$ cat config.mk
export PLATFORM = sky130hd
export DESIGN_NAME = puf_ecc_scheduler
export DESIGN_NICKNAME = d
export VERILOG_FILES = /design/src/rtl/puf_ecc_pkg.sv /design/src/rtl/puf_ecc_scheduler_rr_arbiter.sv /design/src/rtl/puf_ecc_scheduler.sv
export SDC_FILE = /design/constraint.sdc
export NUM_CORES = 2
export LEC_CHECK = 0
export CORE_AREA = 2 2 706 708
export CTS_CLUSTER_DIAMETER = 50
export DETAILED_ROUTE_END_ITERATION = 8
export DIE_AREA = 0 0 708 710
export MAX_ROUTING_LAYER = met4
export SETUP_SLACK_MARGIN = 0.1
export SLEW_MARGIN = 0
export SYNTH_ARGS = -nofsm -noshare
export SYNTH_HDL_FRONTEND = slang
export SYNTH_SLANG_ARGS = --single-unit
$ cat constraint.sdc
create_clock -name clk -period 71.3 [get_ports clk]
set_clock_uncertainty 0.1 [all_clocks]
set_input_delay 14.26 -clock clk [delete_from_list [all_inputs] [get_ports clk]]
set_output_delay 14.26 -clock clk [all_outputs]
set_load 0.005 [all_outputs]
$ cat src/rtl/puf_ecc_pkg.sv
// Shared types and constants for the PUF ECC engine scheduler: engine
// instruction codes, scheduler state encodings and requester op codes.
package puf_ecc_pkg;

  typedef enum logic [1:0] {
    PCM_IDLE      = 2'b00,
    PCM_PROVISION = 2'b01,
    PCM_CORRECT   = 2'b10
  } pcm_instr_t;

  typedef logic [2:0] sched_state_t;

  localparam sched_state_t ST_ARB     = 3'd0;
  localparam sched_state_t ST_CMD     = 3'd1;
  localparam sched_state_t ST_WAIT    = 3'd2;
  localparam sched_state_t ST_RELEASE = 3'd3;
  localparam sched_state_t ST_DRAIN   = 3'd4;
  localparam sched_state_t ST_RESP    = 3'd5;

  localparam logic OP_PROVISION = 1'b0;
  localparam logic OP_CORRECT   = 1'b1;

  function automatic pcm_instr_t op_to_instr(input logic op);
    return (op == OP_CORRECT) ? PCM_CORRECT : PCM_PROVISION;
  endfunction

endpackage

$ cat src/rtl/puf_ecc_scheduler_rr_arbiter.sv
// Combinational round-robin arbiter: grants the first requester at or after
// (last_grant + 1) mod N while advance is high.
module rr_arbiter #(
  parameter int N  = 4,
  parameter int IW = $clog2(N)
) (
  input  logic [N-1:0]  req,
  input  logic          advance,
  input  logic [IW-1:0] last_grant,
  output logic [N-1:0]  grant,
  output logic [IW-1:0] grant_idx
);

  logic          found;
  int            cand;
  logic [IW-1:0] cand_idx;

  // Rotating priority scan starting one past the previous winner
  always_comb begin
    grant     = '0;
    grant_idx = '0;
    found     = 1'b0;
    cand      = 0;
    cand_idx  = '0;
    for (int k = 1; k <= N; k++) begin
      cand = int'(last_grant) + k;
      if (cand >= N) begin
        cand = cand - N;
      end else begin
        cand = cand;
      end
      cand_idx = IW'(cand);
      if (advance && !found && req[cand_idx]) begin
        found           = 1'b1;
        grant[cand_idx] = 1'b1;
        grant_idx       = cand_idx;
      end else begin
        found = found;
      end
    end
  end

endmodule

$ cat src/rtl/puf_ecc_scheduler.sv
// Shares one SECDED engine between NUM_REQ requesters. Optional per-phase
// timeout is enabled by defining PUF_ECC_TIMEOUT_EN.
module puf_ecc_scheduler
  import puf_ecc_pkg::*;
#(
  parameter int puf_sig_length = 256,
  parameter int ipid_N         = 16,
  parameter int NUM_REQ        = 4,
  parameter int TIMEOUT_CYCLES = 32
) (
  input  logic                              clk,
  input  logic                              rst,
  input  logic [NUM_REQ-1:0]                req_valid,
  input  logic [NUM_REQ-1:0]                req_op,
  input  logic [NUM_REQ*$clog2(ipid_N)-1:0] req_ipid,
  input  logic [NUM_REQ*puf_sig_length-1:0] req_sig,
  output logic [NUM_REQ-1:0]                req_ready,
  output logic [NUM_REQ-1:0]                resp_valid,
  output logic [puf_sig_length-1:0]         resp_sig,
  output logic                              resp_err,
  output logic [1:0]                        pcm_instruction,
  output logic [puf_sig_length-1:0]         pcm_puf_in,
  output logic                              pcm_puf_in_valid,
  output logic [$clog2(ipid_N)-1:0]         pcm_ipid_number,
  input  logic [puf_sig_length-1:0]         pcm_puf_out,
  input  logic                              pcm_puf_out_valid,
  input  logic                              pcm_S_c
);

  localparam int IPW = $clog2(ipid_N);
  localparam int IW  = $clog2(NUM_REQ);

  sched_state_t              state, state_nxt;
  logic [IW-1:0]             last_grant, grant_idx;
  logic [NUM_REQ-1:0]        grant;
  logic                      op_q;
  logic [IPW-1:0]            ipid_q;
  logic [puf_sig_length-1:0] sig_q, result_q;
  logic                      done, drained, wait_tmo, drain_tmo;

  rr_arbiter #(.N(NUM_REQ), .IW(IW)) u_arb (
    .req        (req_valid),
    .advance    ((state == ST_ARB) && !rst),
    .last_grant (last_grant),
    .grant      (grant),
    .grant_idx  (grant_idx)
  );

  assign req_ready = grant;
  assign done      = (op_q == OP_CORRECT) ? pcm_puf_out_valid : pcm_S_c;
  assign drained   = !pcm_S_c && !pcm_puf_out_valid;

  // The latched signature stays on pcm_puf_in through RELEASE so the engine's
  // parity rewrite on leaving provision sees the same data.
  assign pcm_instruction  = ((state == ST_CMD) || (state == ST_WAIT)) ? op_to_instr(op_q) : PCM_IDLE;
  assign pcm_puf_in_valid = (state == ST_CMD) || (state == ST_WAIT) || (state == ST_RELEASE);
  assign pcm_puf_in       = sig_q;
  assign pcm_ipid_number  = ipid_q;

`ifdef PUF_ECC_TIMEOUT_EN
  localparam int CW = $clog2(TIMEOUT_CYCLES + 1);

  logic [CW-1:0] tmo_cnt;
  logic          tmo_hit, err_q, resp_err_q;

  assign tmo_hit   = (tmo_cnt == CW'(TIMEOUT_CYCLES - 1));
  assign wait_tmo  = (state == ST_WAIT) && !done && tmo_hit;
  assign drain_tmo = (state == ST_DRAIN) && !drained && tmo_hit;
  assign resp_err  = resp_err_q;

  // Phase timer plus sticky error flag for the current transaction
  always_ff @(posedge clk or posedge rst) begin
    if (rst) begin
      tmo_cnt    <= '0;
      err_q      <= 1'b0;
      resp_err_q <= 1'b0;
    end else begin
      if ((state == ST_CMD) || (state == ST_RELEASE)) begin
        tmo_cnt <= '0;
      end else if ((state == ST_WAIT) || (state == ST_DRAIN)) begin
        tmo_cnt <= tmo_cnt + 1'b1;
      end
      if (state == ST_ARB) begin
        err_q <= 1'b0;
      end else if (wait_tmo || drain_tmo) begin
        err_q <= 1'b1;
      end
      if ((state == ST_DRAIN) && (state_nxt == ST_RESP)) begin
        resp_err_q <= err_q | drain_tmo;
      end
    end
  end
`else
  assign wait_tmo  = 1'b0;
  assign drain_tmo = 1'b0;
  assign resp_err  = 1'b0;
`endif

  // Transaction sequencing
  always_comb begin
    state_nxt = state;
    case (state)
      ST_ARB:     if (|grant) state_nxt = ST_CMD; else state_nxt = ST_ARB;
      ST_CMD:     state_nxt = ST_WAIT;
      ST_WAIT:    if (done || wait_tmo) state_nxt = ST_RELEASE; else state_nxt = ST_WAIT;
      ST_RELEASE: state_nxt = ST_DRAIN;
      ST_DRAIN:   if (drained || drain_tmo) state_nxt = ST_RESP; else state_nxt = ST_DRAIN;
      ST_RESP:    state_nxt = ST_ARB;
      default:    state_nxt = ST_ARB;
    endcase
  end

  // Request latches, engine result capture and registered response
  always_ff @(posedge clk or posedge rst) begin
    if (rst) begin
      state      <= ST_ARB;
      last_grant <= IW'(NUM_REQ - 1);
      op_q       <= OP_PROVISION;
      ipid_q     <= '0;
      sig_q      <= '0;
      result_q   <= '0;
      resp_valid <= '0;
      resp_sig   <= '0;
    end else begin
      state      <= state_nxt;
      resp_valid <= '0;
      if ((state == ST_ARB) && (|grant)) begin
        last_grant <= grant_idx;
        op_q       <= req_op[grant_idx];
        ipid_q     <= req_ipid[grant_idx*IPW +: IPW];
        sig_q      <= req_sig[grant_idx*puf_sig_length +: puf_sig_length];
        result_q   <= '0;
      end else if ((state == ST_WAIT) && done && (op_q == OP_CORRECT)) begin
        result_q <= pcm_puf_out;
      end
      if ((state == ST_DRAIN) && (state_nxt == ST_RESP)) begin
        resp_valid <= {{(NUM_REQ-1){1'b0}}, 1'b1} << last_grant;
        resp_sig   <= (op_q == OP_CORRECT) ? result_q : '0;
      end
    end
  end

endmodule

==> metrics.txt <==
status complete, no violations; EDFF count, synth 0; DRC 0; CTS Buffer Depth 4; crit start category input pin; largest net degree at the start of global routing 154; crit-path most repeated cell clkdlybuf4s50_1; layout cell share with drive strength beyond 1 0.116; H-tree Lvls 4; postcts setup bufs 0; area share of the largest cell type after synthesis 0.488; ys flop type dfrtp_1; WL final 464 mm; r2r worst-path depth 12; Die Ht 710 µm; I/O pin count 1,836; final setup fails 0; Worst path slowest cell clkdlybuf4s50_1; register area share after synthesis 0.490; top post-synthesis cells by area dfrtp_1, mux2i_1, nand2_1; placed cells around 12,000; Via Count 39,800; Post-DP Area ~66,000 µm²; CTS tree done; Highest Clock Rate 0.0312 GHz; Placer Congestion 0.977; first-pass detailed-route iteration total 5; Layout Utilization 0.147; clock power share 0.297; crit end category output port; clock sinks between 700 and 800; asr flop ratio synth 1.00; WS Path Type in2out; Seq pwr share 0.242; row count 259; Hold/Removal Path Class reg2reg; TNS Setup 0 ns; critical path data required time 56.94 ns; VDD IR max between 0.03 and 0.04 mV; max incr delay on CP 0.84 ns; grt ovf 0; crit path max fanout 15; antenna violation net count after detailed routing 0; fin crit share 0.449; Worst EP arrival 17.69 ns; Leak Pwr approximately 0.03 µW; Die X 708 µm; most frequent cells in the layout clkdlybuf4s50_1, nand2_1, dfrtp_1; final hold vios 0; Starting Density 0.0806; first-pass GRT wire length 547 mm; cell area after layout a little over 70,000 µm²; minimum clock period around 32 ns; mapped cell area 40,000 µm²; Slew Viols, Final 0; vias per cell roughly 3.2; synthesized instance count 3,777; RSZ-0062 raised after global routing false; Yosys top cell by area dfrtp_1; cells along the critical path clkdlybuf4s50_1 -> or3b_2 -> a211o_1 -> a21oi_1 -> a2111o_1 -> clkdlybuf4s50_1; initial antenna violation count roughly 530; P_sw 1170 µW; CORE AREA 495,000 µm²; die area a little over 500,000 µm²; PD cells 40.7 nW/µm²; Internal Power 1790 µW; CTS Root Cell clkbuf_16; leading cell type in the layout, fill and taps excluded clkdlybuf4s50_1; average size of a mapped cell 10.6 µm²; post-synth cell types 48; Post-Layout Cell Count about 13,000; DP HPWL around 410 mm; Area Overhead vs Synth 81.7%; CTS resizes 0; number of CTS-inserted buffers ~180; clk_lat worst skew 0.92 ns; Comb power frac 0.461; nets 6,872; Slew @ Worst Pin 1.18 ns; DR iter-0 viols 3,508; CTS Hold Bufs 0; port bufs approximately 1,800; YS warnings 0; detailed-route wire length per cell about 37 µm; Post-Syn Nets 5,093; vias in the first global route 38,300; synthesized flop and latch total 782; gr usage total 0.182; Net Sw Frac 0.396; Hold Crit Depth 2; clk slew on worst S/H paths around 0.06 ns; number of max-cap violations 0; Worst slew margin 0.211
area by class of cell:
| class | count | area (µm²) |
|---|---|---|
| antenna | 314 | 786 |
| fill | 55800 | 423000 |
| timing repair buffer | 1898 | 19000 |
| sequential | 782 | 19600 |
| multi-input combinational | 2690 | 18900 |
| clock buffer | 228 | 4980 |
| tap | 6525 | 8160 |
| clock inverter | 100 | 1200 |
| inverter | 5 | 26.3 |
critical path, delay by kind of cell:
kind / cells / cell delay (ns)
AND/OR/NAND/NOR: 1 / 0.50
AO/OA/AOI/OAI: 3 / 1.31
buffers and inverters: 2 / 1.59
per-layer routing:
metal,vias to the layer above,GRT usage,part of all wire
li1,17000,-,-
met1,19700,0.199,0.38
met2,2342,0.292,0.47
met3,809,0.0871,0.11
met4,0,0.0546,0.031
met5,-,-,0
stage by stage:
stage / hold slack [ns] / worst slack [ns] / power (µW)
floorplan: 0.373 / 34.99 / 1380
finish: 0.374 / 39.25 / 2960
CTS: 0.382 / 39.25 / 3020
detailed placement: 0.369 / 39.25 / 2110
global placement: 0.366 / 39.19 / 2110
global route: 0.400 / 39.05 / 3090
worst paths after layout:
kind                                  endpoint          start  slack [ns]
worst min register to register   resp_sig[142]  resp_sig[142]        0.37
worst min-delay path             resp_sig[142]  resp_sig[142]        0.37
worst max register to register  pcm_puf_in[24]  last_grant[0]       63.82
min in group asynchronous        result_q[201]            rst       13.94
max in group asynchronous       pcm_puf_in[82]            rst       53.79
worst max-delay path              req_ready[0]   req_valid[2]       39.25
synth_stat cells, types with 5 or more instances:
cell      count
mux2_4      230
nand2_1    1029
mux2_2       34
ha_1          8
buf_1        16
a21oi_1     264
buf_8        12
inv_1         5
dfrtp_1     780
nor2_1       12
o21ai_0     258
nand3_1       7
clkbuf_1    214
nor3_1        5
and2_1        7
mux2i_1     786
buf_2        24
nand4_1       6
buf_6        31
sequential cells by signal (all words and copies together), names as in the netlist:
signal and flops:
op_q 1, pcm_ipid_number 4, resp_valid 4, resp_sig 256, result_q 256, pcm_puf_in 256
last_grant 2, state 3
kinds of logic after synthesis:
logic type	synth area share
and+or+nand+nor	0.105
muxes	0.293
DFF	0.490
AOI/OAI and AO/OA	0.0698
buffers and inverters	0.0389
adders and majority gates	0.00251
xor gates and xnor gates	0.000438
other	0.0000939
power by group through the flow:
stage,sequential [µW],clock [µW],combinational (µW)
final,716,878,1360
after global routing,734,919,1440
after CTS,715,906,1400
after detailed placement,717,0,1390
after global placement,716,0,1390
after floorplan,695,0,681
No activity file was read; power rests on OpenSTA's default activity.
